**src/rtl/rv_inst_encoder.sv**
```systemverilog
// rv_inst_encoder: streaming RV32I(+M) assembler with operand range checks and an addressed output FIFO
// Ports: clk, reset_n (sync, active low); in_valid/in_ready + in_op, in_rd, in_rs1, in_rs2, in_imm;
//        out_valid/out_ready + out_word, out_addr, out_err; err_count saturates at 16'hFFFF.
// Macro RV_ENC_RV32M_EN enables ops 39-46 (M extension); without it they encode as errored nops.
module rv_inst_encoder #(
  parameter int DEPTH = 4,
  parameter logic [31:0] BASE_ADDR = 32'h0000_0000,
  parameter int ADDR_W = 32
) (
  input  logic              clk,
  input  logic              reset_n,
  input  logic              in_valid,
  output logic              in_ready,
  input  logic [5:0]        in_op,
  input  logic [4:0]        in_rd,
  input  logic [4:0]        in_rs1,
  input  logic [4:0]        in_rs2,
  input  logic [31:0]       in_imm,
  output logic              out_valid,
  input  logic              out_ready,
  output logic [31:0]       out_word,
  output logic [ADDR_W-1:0] out_addr,
  output logic              out_err,
  output logic [15:0]       err_count
);
  localparam int PW = $clog2(DEPTH);
  typedef enum logic [3:0] {F_ILL, F_R, F_I, F_SH, F_S, F_B, F_U, F_J, F_SYS} fmt_t;
  logic              s1_valid;
  logic [5:0]        s1_op;
  logic [4:0]        s1_rd, s1_rs1, s1_rs2;
  logic [31:0]       s1_imm;
  fmt_t              fmt;
  logic [6:0]        opc, f7;
  logic [2:0]        f3;
  logic [31:0]       word, enc;
  logic              fit12, fit13, fit21, range_ok, err;
  logic [31:0]       mem_word [DEPTH];
  logic [ADDR_W-1:0] mem_addr [DEPTH];
  logic              mem_err  [DEPTH];
  logic [PW:0]       wr_ptr, rd_ptr, fill, one;
  logic [ADDR_W-1:0] addr;
  logic              full, pop, push, room, acc;
  always_comb begin
    fmt = F_ILL;
    opc = 7'h33;
    f3 = 3'd0;
    f7 = 7'h00;
    case (s1_op)
      6'd0:  fmt = F_R;
      6'd1:  begin fmt = F_R; f7 = 7'h20; end
      6'd2:  begin fmt = F_R; f3 = 3'd1; end
      6'd3:  begin fmt = F_R; f3 = 3'd2; end
      6'd4:  begin fmt = F_R; f3 = 3'd3; end
      6'd5:  begin fmt = F_R; f3 = 3'd4; end
      6'd6:  begin fmt = F_R; f3 = 3'd5; end
      6'd7:  begin fmt = F_R; f3 = 3'd5; f7 = 7'h20; end
      6'd8:  begin fmt = F_R; f3 = 3'd6; end
      6'd9:  begin fmt = F_R; f3 = 3'd7; end
      6'd10: begin fmt = F_I; opc = 7'h13; end
      6'd11: begin fmt = F_I; opc = 7'h13; f3 = 3'd2; end
      6'd12: begin fmt = F_I; opc = 7'h13; f3 = 3'd3; end
      6'd13: begin fmt = F_I; opc = 7'h13; f3 = 3'd4; end
      6'd14: begin fmt = F_I; opc = 7'h13; f3 = 3'd6; end
      6'd15: begin fmt = F_I; opc = 7'h13; f3 = 3'd7; end
      6'd16: begin fmt = F_SH; opc = 7'h13; f3 = 3'd1; end
      6'd17: begin fmt = F_SH; opc = 7'h13; f3 = 3'd5; end
      6'd18: begin fmt = F_SH; opc = 7'h13; f3 = 3'd5; f7 = 7'h20; end
      6'd19: begin fmt = F_I; opc = 7'h03; end
      6'd20: begin fmt = F_I; opc = 7'h03; f3 = 3'd1; end
      6'd21: begin fmt = F_I; opc = 7'h03; f3 = 3'd2; end
      6'd22: begin fmt = F_I; opc = 7'h03; f3 = 3'd4; end
      6'd23: begin fmt = F_I; opc = 7'h03; f3 = 3'd5; end
      6'd24: begin fmt = F_S; opc = 7'h23; end
      6'd25: begin fmt = F_S; opc = 7'h23; f3 = 3'd1; end
      6'd26: begin fmt = F_S; opc = 7'h23; f3 = 3'd2; end
      6'd27: begin fmt = F_B; opc = 7'h63; end
      6'd28: begin fmt = F_B; opc = 7'h63; f3 = 3'd1; end
      6'd29: begin fmt = F_B; opc = 7'h63; f3 = 3'd4; end
      6'd30: begin fmt = F_B; opc = 7'h63; f3 = 3'd5; end
      6'd31: begin fmt = F_B; opc = 7'h63; f3 = 3'd6; end
      6'd32: begin fmt = F_B; opc = 7'h63; f3 = 3'd7; end
      6'd33: begin fmt = F_U; opc = 7'h37; end
      6'd34: begin fmt = F_U; opc = 7'h17; end
      6'd35: begin fmt = F_J; opc = 7'h6F; end
      6'd36: begin fmt = F_I; opc = 7'h67; end
      6'd37, 6'd38: begin fmt = F_SYS; opc = 7'h73; end
`ifdef RV_ENC_RV32M_EN
      // ops 39..46 map onto funct3 0..7: low three op bits plus one, modulo 8
      6'd39, 6'd40, 6'd41, 6'd42, 6'd43, 6'd44, 6'd45, 6'd46: begin
        fmt = F_R;
        f7 = 7'h01;
        f3 = s1_op[2:0] + 3'd1;
      end
`endif
      default: fmt = F_ILL;
    endcase
  end
  always_comb begin
    word = 32'h0000_0013;
    case (fmt)
      F_R:     word = {f7, s1_rs2, s1_rs1, f3, s1_rd, opc};
      F_I:     word = {s1_imm[11:0], s1_rs1, f3, s1_rd, opc};
      F_SH:    word = {f7, s1_imm[4:0], s1_rs1, f3, s1_rd, opc};
      F_S:     word = {s1_imm[11:5], s1_rs2, s1_rs1, f3, s1_imm[4:0], opc};
      F_B:     word = {s1_imm[12], s1_imm[10:5], s1_rs2, s1_rs1, f3, s1_imm[4:1], s1_imm[11], opc};
      F_U:     word = {s1_imm[19:0], s1_rd, opc};
      F_J:     word = {s1_imm[20], s1_imm[10:1], s1_imm[11], s1_imm[19:12], s1_rd, opc};
      F_SYS:   word = {11'd0, s1_op == 6'd38, 13'd0, opc};
      default: word = 32'h0000_0013;
    endcase
  end
  // a signed value fits N bits when everything from bit N-1 upward is a pure sign extension
  assign fit12 = &s1_imm[31:11] | ~|s1_imm[31:11];
  assign fit13 = &s1_imm[31:12] | ~|s1_imm[31:12];
  assign fit21 = &s1_imm[31:20] | ~|s1_imm[31:20];
  assign range_ok = (fmt == F_I || fmt == F_S) ? fit12 :
                    (fmt == F_SH) ? ~|s1_imm[31:5] :
                    (fmt == F_B)  ? fit13 & ~s1_imm[0] :
                    (fmt == F_J)  ? fit21 & ~s1_imm[0] : 1'b1;
  assign err = fmt == F_ILL || !range_ok;
  assign enc = err ? 32'h0000_0013 : word;
  assign one = {{PW{1'b0}}, 1'b1};
  assign fill = wr_ptr - rd_ptr;
  assign full = fill[PW];
  assign out_valid = wr_ptr != rd_ptr;
  assign pop = out_valid && out_ready;
  assign room = !full || pop;
  assign push = s1_valid && room;
  assign in_ready = !s1_valid || room;
  assign acc = in_valid && in_ready;
  assign out_word = out_valid ? mem_word[rd_ptr[PW-1:0]] : 32'd0;
  assign out_addr = out_valid ? mem_addr[rd_ptr[PW-1:0]] : '0;
  assign out_err = out_valid && mem_err[rd_ptr[PW-1:0]];
  always_ff @(posedge clk) begin
    if (!reset_n) begin
      s1_valid <= 1'b0;
      wr_ptr <= '0;
      rd_ptr <= '0;
      addr <= ADDR_W'(BASE_ADDR);
      err_count <= 16'd0;
    end else begin
      s1_valid <= acc || (s1_valid && !push);
      if (push) wr_ptr <= wr_ptr + one;
      if (push) addr <= addr + ADDR_W'(4);
      if (push && err && err_count != 16'hFFFF) err_count <= err_count + 16'd1;
      if (pop) rd_ptr <= rd_ptr + one;
    end
  end
  always_ff @(posedge clk) begin
    if (acc) begin
      s1_op <= in_op;
      s1_rd <= in_rd;
      s1_rs1 <= in_rs1;
      s1_rs2 <= in_rs2;
      s1_imm <= in_imm;
    end
    if (push) begin
      mem_word[wr_ptr[PW-1:0]] <= enc;
      mem_addr[wr_ptr[PW-1:0]] <= addr;
      mem_err[wr_ptr[PW-1:0]] <= err;
    end
  end
endmodule
```
**config.mk**
```make
export PLATFORM = sky130hd
export DESIGN_NAME = rv_inst_encoder
export DESIGN_NICKNAME = d
export VERILOG_FILES = /design/src/rtl/rv_inst_encoder.sv
export SDC_FILE = /design/constraint.sdc
export NUM_CORES = 1
export LEC_CHECK = 0
export ABC_AREA = 1
export CAP_MARGIN = 25
export CORE_MARGIN = 4
export CORE_UTILIZATION = 52
export DETAILED_ROUTE_END_ITERATION = 10
export HOLD_SLACK_MARGIN = 0.05
export PLACE_DENSITY = 0.82
export SETUP_SLACK_MARGIN = 0.3
export SLEW_MARGIN = 10
export SYNTH_ARGS = -nofsm -noshare
export SYNTH_HDL_FRONTEND = slang
export SYNTH_SLANG_ARGS = --single-unit
```
**constraint.sdc**
```tcl
create_clock -name clk -period 4.6 [get_ports clk]
set_input_delay 0.92 -clock clk [delete_from_list [all_inputs] [get_ports clk]]
set_output_delay 0.92 -clock clk [all_outputs]
set_load 0.005 [all_outputs]
```
==> summary.txt <==
Power and ir drop
  • Clock power frac: 26.2%
  • Cell area power density: 611.3 mW/mm^2
  • Combinational power share: 37.3%
  • Overall power: 11340 uW
  • Peak supply drop: 0.5210 mV
  • Psw: 3877 uW
  • Switching part of the total: 34.20%
  • Pint: 7462 uW
  • Pleak: 0.006465 uW
  • Flop pwr share: 36.6%

Worst hold path
  • Hold Crit Class: flip-flop to flip-flop

Finish
  • Diodes inserted: 0
  • Layout Utilization: 62.59%
  • Layout cell share with drive strength beyond 1: 7.181%
  • Layout fillers: 2300
  • Nets: 1741
  • Post-Layout Inst Area: 0.01855 mm^2
  • Layout area overhead: 19.05%

Clock tree
  • CTS clk-pin slew, worst paths: 60 ps
  • Cts bufs inserted: 35
  • Post-CTS Setup Bufs: 0
  • Insertion delay of the later-clocked pin in the worst-skew pair: 520 ps
  • CTS tree: yes
  • Root Driver: clkbuf_16
  • TritonCTS Sinks: 352
  • Clk buf depth: 3
  • CTS H-tree lvls: 2

STA
  • Final hold vios: 0
  • RSZ-0062 raised after global routing: no
  • Slew Viols, Final: 0
  • Skew final: 20.56 ps
  • Fmax: 249.5 MHz
  • Worst-Margin Slew: 841.5 ps
  • Slew HR: 43.90%
  • Hold_ws: 506.4 ps
  • Tcrit/Tclk final: 87.14%
  • Final TNS setup: 0 ps
  • Post-layout min period: 4009 ps
  • Final setup fails: 0

Worst setup path
  • Reg-to-Reg End: addr[11]
  • Worst Path Required: 3680 ps
  • Reg2reg setup slack: 1460 ps
  • Setup crit end kind: output port
  • Worst Setup Start Kind: flip-flop
  • R2R cell count: 12
  • Crit path to: out_err
  • Critical Path Fanout Max: 44
  • Worst r2r src: wr_ptr[0]
  • Crit Path Class: flip-flop to output port
  • CP arrival: 3090 ps

Synth
  • XOR/XNOR Fraction of Synth Area: 1.742%
  • Gate Count Post-Synth: 1551
  • Area leader, netlist: edfxtp_1
  • Netlist cell types: 43
  • Synth Area in Adders: 0.7227%
  • Post-synth top flop: edfxtp_1
  • Asr flop ratio synth: 0%
  • Yosys warns: 0
  • Area contributors post-synth: edfxtp_1, nor2_1, dfxtp_1
  • Post-synthesis mux area share: 0%
  • Post-Synth Simple-Gate Area: 17.77%
  • Most common cell in the netlist: nor2_1
  • Mapped Avg Cell Area: 10.05 um^2
  • Post-synthesis sequential area ratio: 64.30%
  • Mapped Area: 0.01558 mm^2
  • Compound-Gate Fraction of Synth Area: 11.19%
  • Flops & latches, synth: 352
  • Top-area cell type share of the netlist area: 57.23%
  • EDFF count, synth: 297
  • Most frequent cells after synthesis: nor2_1, edfxtp_1, nand2_1
  • Largest family of logic cells by synthesized area: simple AND/OR/NAND/NOR gates

Detailed routing
  • WL final: 37.85 mm
  • Routed vias/inst: 5.701
  • Residual DRC count: 0
  • WL per Instance: 18.12 um
  • Vias: 11910
  • Pre-Repair DR Iteration Count: 6
  • First DRT Iteration DRCs: 1300
  • Final ANT Viol Nets: 0

Floorplanning
  • Die height: 181.1 um
  • Row count: 63
  • DIE AREA: 0.03280 mm^2
  • Die width: 181.1 um
  • Starting Density: 52.58%
  • Io pins: 140
  • Core area: 0.02964 mm^2

Flow run
  • Max-cap viol count: 0

Placement
  • Placed cell area: 0.01732 mm^2
  • GP Congestion: 0.9156
  • PortBufs: 137
  • Post-DP HPWL: 24.07 mm

Global routing
  • GRT Overall Usage: 22.59%
  • First-pass GRT wire length: 60.59 mm
  • Largest net degree at the start of global routing: 83
  • Initial antenna violation count: 0
  • Grt ovf: 0
  • Vias in the first global route: 11620

Outcome
  • Status: finished clean
## sequential cells by signal (all words and copies together), names as in the netlist, named ones only
signal	cells
s1_rs1	5
s1_rd	5
addr	30
s1_rs2	5
s1_valid	1
rd_ptr	3
mem_err	4
mem_addr	120
s1_imm	32
wr_ptr	3
mem_word	120
s1_op	6
err_count	16
## layout make-up
type                            count  area (um^2)  share of cell area, %
Timing Repair Buffer              159         1553                  8.370
Multi-Input combinational cell   1036         4933                  26.60
Clock buffer                       39        922.1                  4.971
Inverter                           91        344.1                  1.855
Tap cell                          390        488.0                  2.631
Clock inverter                     22        285.3                  1.538
Sequential cell                   352        10020                  54.04
## worst min path at each step
stage / start / endpoint / slack [ps] / depth (start not counted)
global route: err_count[13] / err_count[13] / 530 / 2
global placement: err_count[13] / err_count[13] / 490 / 2
CTS: rd_ptr[1] / flip-flop / 510 / 2
floorplan: rd_ptr[1] / flip-flop / 460 / 2
detailed placement: rd_ptr[1] / flip-flop / 500 / 2
finish: err_count[14] / err_count[14] / 510 / 2
## what timing repair did
action,in CTS,in global routing
setup endpoints to repair,0,24
hold buffers,0,0
gates resized for setup,0,3
## critical path: stages (launching register included)
cell and delay, ps:
dfxtp_4 490, inv_2 550, buf_4 500, o21ai_0 150, a21oi_1 300, clkdlybuf4s50_1 560
## stage by stage
step | std cells | setup WS (ps)
6_report | 2089 | 591.4
5_1_grt | 2089 | 375.0
4_1_cts | 2088 | 378.8
3_5_place_dp | 2027 | 955.2
3_3_place_gp | 2027 | 966.6
2_1_floorplan | 1552 | 45.79
## placed cells by master, fill, tap and decap left out, drive strengths merged, types with 2 or more instances in the layout
| cell type | Yosys | layout |
|---|---|---|
| nor2 | 345 | 345 |
| edfxtp | 297 | 297 |
| nand2 | 220 | 220 |
| o21ai | 155 | 155 |
| clkdlybuf4s50 | 0 | 137 |
| a21oi | 119 | 119 |
| inv | 88 | 90 |
| dfxtp | 55 | 55 |
| clkbuf | 52 | 39 |
| nand3 | 37 | 37 |
| nand4 | 31 | 31 |
| nor3 | 25 | 25 |
| xor2 | 22 | 22 |
| buf | 21 | 22 |
| clkinv | 3 | 14 |
| a22oi | 11 | 11 |
| nor4 | 10 | 10 |
| xnor2 | 9 | 9 |
| a221oi | 9 | 9 |
| a31oi | 9 | 9 |
| ha | 9 | 9 |
| a41oi | 6 | 6 |
| bufinv | 0 | 6 |
| nand3b | 3 | 3 |
| clkinvlp | 0 | 3 |
| o22ai | 2 | 2 |
| a211oi | 2 | 2 |
| o21a | 2 | 2 |
| conb | 1 | 2 |
## cell families (layout without fill, tap and decap cells)
family,Yosys count,after routing
adders and majority gates,9,9
DFF,352,352
other,1,2
AOI/OAI and AO/OA,322,322
buffers and inverters,164,311
and+or+nand+nor,672,672
xor gates and xnor gates,31,31
## layer usage
metal  GRT usage (%)  share of wire (%)  vias up
li1                -                  -     5637
met1           30.59                 41     5632
met2           37.44                 48      541
met3           4.047                8.0      100
met4           7.205                2.8        0
met5               0                  0        -
## power by group through the flow
| stage | registers (uW) | clock network, uW | logic [uW] |
|---|---|---|---|
| 2_1_floorplan | 4130 | 0 | 2210 |
| 3_3_place_gp | 4190 | 0 | 4100 |
| 3_5_place_dp | 4210 | 0 | 4180 |
| 4_1_cts | 4150 | 3000 | 4230 |
| 5_1_grt | 4180 | 3150 | 4640 |
| 6_report | 4150 | 2970 | 4220 |
No activity file was read; power rests on OpenSTA's default activity.
